[config.mk]
export PLATFORM = sky130hd
export DESIGN_NAME = branch_pht_ctrl
export DESIGN_NICKNAME = d
export VERILOG_FILES = /design/src/rtl/branch_pht_ctrl.sv
export SDC_FILE = /design/constraint.sdc
export NUM_CORES = 1
export LEC_CHECK = 0
export ABC_CLOCK_PERIOD_IN_PS = 4650
export BUFFER_PORTS_ARGS = -buffer_cell sky130_fd_sc_hd__buf_2
export CELL_PAD_IN_SITES_DETAIL_PLACEMENT = 1
export CELL_PAD_IN_SITES_GLOBAL_PLACEMENT = 2
export CORE_MARGIN = 1
export CORE_UTILIZATION = 50
export DETAILED_ROUTE_END_ITERATION = 7
export GPL_ROUTABILITY_DRIVEN = 1
export MAX_ROUTING_LAYER = met4
export PLACE_DENSITY = 0.86
export SETUP_SLACK_MARGIN = 0.5
export SYNTH_ARGS = -nofsm -noshare
export SYNTH_HDL_FRONTEND = slang
export SYNTH_SLANG_ARGS = --single-unit
[constraint.sdc]
create_clock -name clock -period 4.65 [get_ports clock]
set_input_delay 0.2325 -clock clock [delete_from_list [all_inputs] [get_ports clock]]
set_output_delay 0.2325 -clock clock [all_outputs]
set_load 0.02 [all_outputs]
[src/rtl/branch_pht_ctrl.sv]
// Branch pattern history table controller: 2-bit saturating counters with an init sweep,
// one lookup and one update per cycle, and a one-entry pending write with forwarding.
module branch_pht_ctrl #(
  parameter int unsigned INDEX_BITS = 6,
  parameter logic [1:0]  INIT_STATE = 2'b01
) (
  input  logic                  clock,
  input  logic                  reset_n,
  input  logic                  lookup_en,
  input  logic [INDEX_BITS-1:0] lookup_index,
  output logic                  predict_valid,
  output logic                  predict_taken,
  input  logic                  update_en,
  input  logic [INDEX_BITS-1:0] update_index,
  input  logic                  update_taken,
  output logic                  update_ready,
  output logic                  busy
);

  localparam int unsigned Depth = 1 << INDEX_BITS;
  localparam logic [INDEX_BITS-1:0] LastIdx = INDEX_BITS'(Depth - 1);

  typedef enum logic {StInit, StRun} state_e;

  state_e                r_state;
  state_e                w_state_next;
  logic [INDEX_BITS-1:0] r_init_ptr;
  logic                  r_pend_valid;
  logic [INDEX_BITS-1:0] r_pend_index;
  logic [1:0]            r_pend_value;
  logic                  r_predict_valid;
  logic                  r_predict_taken;
  logic [1:0]            r_table [Depth];

  logic                  w_up_accept;
  logic                  w_lu_accept;
  logic [1:0]            w_up_eff;
  logic [1:0]            w_lu_eff;
  logic [1:0]            w_up_new;
  logic                  w_tbl_we;
  logic [INDEX_BITS-1:0] w_tbl_idx;
  logic [1:0]            w_tbl_val;

  always_comb begin
    w_state_next = r_state;
    busy         = 1'b0;
    update_ready = 1'b0;
    unique case (r_state)
      StInit: begin
        busy = 1'b1;
        if (r_init_ptr == LastIdx) w_state_next = StRun;
      end
      StRun: update_ready = 1'b1;
      default: w_state_next = StInit;
    endcase
  end

  assign w_up_accept = update_en && update_ready;
  assign w_lu_accept = lookup_en && (r_state == StRun);

  // The pending entry is not yet in the table, so it overrides the array on a match.
  assign w_up_eff = (r_pend_valid && (r_pend_index == update_index)) ? r_pend_value
                                                                     : r_table[update_index];
  assign w_lu_eff = (r_pend_valid && (r_pend_index == lookup_index)) ? r_pend_value
                                                                     : r_table[lookup_index];

  always_comb begin
    w_up_new = w_up_eff;
    if (update_taken) begin
      if (w_up_eff != 2'b11) w_up_new = w_up_eff + 2'b01;
    end else begin
      if (w_up_eff != 2'b00) w_up_new = w_up_eff - 2'b01;
    end
  end

  always_comb begin
    w_tbl_we  = 1'b0;
    w_tbl_idx = r_pend_index;
    w_tbl_val = r_pend_value;
    if (r_state == StInit) begin
      w_tbl_we  = 1'b1;
      w_tbl_idx = r_init_ptr;
      w_tbl_val = INIT_STATE;
    end else if (r_pend_valid) begin
      w_tbl_we = 1'b1;
    end
  end

  always_ff @(posedge clock) begin
    if (!reset_n) begin
      r_state         <= StInit;
      r_init_ptr      <= '0;
      r_pend_valid    <= 1'b0;
      r_predict_valid <= 1'b0;
      r_predict_taken <= 1'b0;
    end else begin
      r_state <= w_state_next;
      if (r_state == StInit) r_init_ptr <= r_init_ptr + 1'b1;
      r_pend_valid <= w_up_accept;
      if (w_up_accept) begin
        r_pend_index <= update_index;
        r_pend_value <= w_up_new;
      end
      r_predict_valid <= w_lu_accept;
      if (w_lu_accept) r_predict_taken <= w_lu_eff[1];
    end
  end

  // The array is not reset; the init sweep overwrites every entry.
  always_ff @(posedge clock) begin
    if (w_tbl_we) r_table[w_tbl_idx] <= w_tbl_val;
  end

  assign predict_valid = r_predict_valid;
  assign predict_taken = r_predict_taken;

endmodule

==> results.md <==
- Pre-antenna DRT Iters: 5
- Critical Path AT: 2930 ps
- Hold_buf cts: 0
- Post-synth EDFFs: 136
- Die width: 119 microns
- Worst EP required: 4770 ps
- Setup TNS: 0 ps
- Die height: between 100 and 150 microns
- Count leader, synth: edfxtp_1
- H-Tree Depth: 4
- Row Count: 42
- Commonest cells post-synth: edfxtp_1 (136), nor2_1 (73), mux4_2 (33)
- Hold Path Cell Cnt: 2
- Detailed Route Iter0 Violations: 412
- Power per Cell Area: 390 nW/um^2
- Final critical-path required period: ~2800 ps
- Synth area leaders: edfxtp_1 (59%), mux4_2 (11%), mux4_1 (6.5%)
- WL per Instance: approximately 28 microns
- Synthesized area per cell: roughly 16 sq um
- Die ar.: roughly 14000 sq um
- Async SR Flop Fraction: 0
- Post-CTS sizing: 0
- Post-synthesis register bit count: 146
- Status: finished clean
- Via/cell ratio: about 6.5
- Gr ovfl total: 0
- Fmax: ~0.36 GHz
- # fillers: approximately 1.2k
- Min-Delay Path Class: input pin to flop
- Post-CTS Setup Repair Bufs: 0
- R2R depth: 4
- Core Area: 13300 sq um
- Worst setup margin: 1840 ps
- Top-area cell type share of the netlist area: 0.595
- Register area share after synthesis: 0.624
- Crit-path max cell delay: around 670 ps
- Worst path cell trace: buf_2 > buf_4 > mux4_4 > a22oi_1 > a211oi_1 > or4_4 > a21oi_1 > o31ai_1
- DR DRC count: 0
- Max VDD drop: about 0.00027 V
- Share of cells above drive strength 1: 0.190
- DPL Wire Length: approximately 12 mm
- Synthesis-to-layout area growth: 11.5%
- Critical Path End Type: flop
- Nature of the critical path startpoint: input pin
- Post-detailed-routing wire length: between 15 and 20 mm
- GPL Wtd Cong: 0.806
- Mapped Nets: ~450
- Main synth FF type: edfxtp_1
- Synth Warn #: 0
- Slowest CP cell: mux4_4
- Io pins: 21
- Multi-input gate area: 2420 sq um
- Diodes inserted: 0
- Final ANT Viol Nets: 0
- Root buffer cell: clkbuf_16
- WS Path Type: input pin to flop
- Clock Sinks: approximately 150
- Final setup fails: 0
- TritonCTS clock tree: yes
- Period Utilization, post-route: 0.605
- Cell Area, Synth: 6870 sq um
- Input/output buffers: 20
- Worst-margin pin slew: 1230 ps
- Clock Latency Late Sink: between 400 and 500 ps
- Clock Pin Slew Worst Setup and Hold Paths: roughly 60 ps
- Largest fanout on the critical path: 18
- Max-cap violations: 0
- Synth Instances: roughly 440
- Distinct cell type count after synthesis: 53
- Via count: 4180
- RSZ-0062 raised after global routing: false
- Initial Util: 0.516
- GRT Overall Usage: 0.284
- FF/Latch Area: around 4300 sq um
- Number of global-route vias before repair: about 4.5k
- Nets: 469
- Global-route wire length before repair: around 27 mm
- Max Slew Vio Count: 0
- Worst Skew: just over 9 ps
- Initial antenna violation count: 0
- Setup slack at placement: about 1400 ps
- Largest net degree at the start of global routing: between 60 and 70
- TritonCTS Buffers: 17
- Relative slew slack: 0.181
- Final Hold Vio Count: 0
- Synth area leader: edfxtp_1
- Pleak: about 0.0025 uW
- Maximum clock path buffer count: 2
metrics by stage:
stage / power [uW] / util / area [sq um] / instances / hold WS, ps
after floorplan: 1580 / - / 6870 / 435 / 331
after global placement: 1630 / 0.530 / 7050 / 608 / 477
after detailed placement: 1630 / 0.530 / 7050 / 608 / 485
after CTS: 3000 / 0.576 / 7650 / 640 / 49.6
after global routing: 3060 / 0.576 / 7650 / 640 / 53.8
final: 2980 / 0.576 / 7650 / 640 / 61.4
state kept, by name, summed over array words and instances (netlist names):
signal,count
r_table,128
r_init_ptr,6
r_pend_index,6
r_pend_value,2
predict_taken,1
predict_valid,1
r_pend_valid,1
r_state,1
cell usage in the layout, fill, tap and decap left out, types with 4 or more instances in the layout:
cell / netlist / layout
dfxtp_1: 10 / 10
a22oi_1: 17 / 17
and2_1: 7 / 6
mux4_1: 17 / 17
clkbuf_1: 11 / 4
nand2b_1: 5 / 4
clkbuf_16: 0 / 21
and3_1: 5 / 5
nor2_1: 73 / 73
nand3_1: 7 / 7
buf_2: 4 / 20
a21oi_1: 10 / 10
xor2_1: 7 / 7
nand2_1: 25 / 25
mux2i_1: 9 / 9
xnor2_1: 10 / 10
mux4_2: 33 / 33
edfxtp_1: 136 / 136
critical path, delay by kind of cell:
family          cells  cell delay (ps)
buf+inv             2              910
mux                 1              670
simple gates        1              520
compound gates      4              590
layer usage:
metal	up-vias	wire length [microns]	GRT usage	share of wire
met5	-	0	-	0
met4	0	586	0.110	0.032
met3	46	1090	0.0761	0.060
met2	170	9360	0.464	0.51
met1	2201	7170	0.338	0.39
li1	1763	-	-	-
path summary, 6_finish.rpt:
path	slack (ps)	end	start
worst max-delay path	1840	r_pend_value[0]	update_index[0]
worst min-delay path	60	r_pend_valid	update_en
worst max register to register	1960	r_table[33][1]	r_state
worst min register to register	500	predict_taken	predict_taken
final cells by class:
class	instances	share of cell area
Tap cell	176	0.0288
Multi-Input combinational cell	263	0.316
Clock buffer	28	0.0760
Timing Repair Buffer	22	0.0150
Sequential cell	146	0.560
Inverter	1	0.000490
Clock inverter	4	0.00360
logic make-up (layout without fill, tap and decap cells):
| group | count (synthesis) | in the layout | share of synthesized area |
|---|---|---|---|
| multiplexers | 61 | 61 | 0.192 |
| AO/OA/AOI/OAI | 47 | 47 | 0.0477 |
| AND/OR/NAND/NOR | 137 | 137 | 0.0893 |
| adder cells (fa/ha/maj) | 1 | 1 | 0.00182 |
| flip-flops | 146 | 146 | 0.624 |
| XOR/XNOR | 17 | 17 | 0.0217 |
| buffers and inverters | 26 | 55 | 0.0237 |
power breakdown:
group          leakage (uW)  internal (uW)  switching [uW]  total, uW
registers           0.00134           1420            6.97       1430
logic              0.000877           74.0             105        179
clock network      0.000303            857             519       1380
No activity file was read; power rests on OpenSTA's default activity.
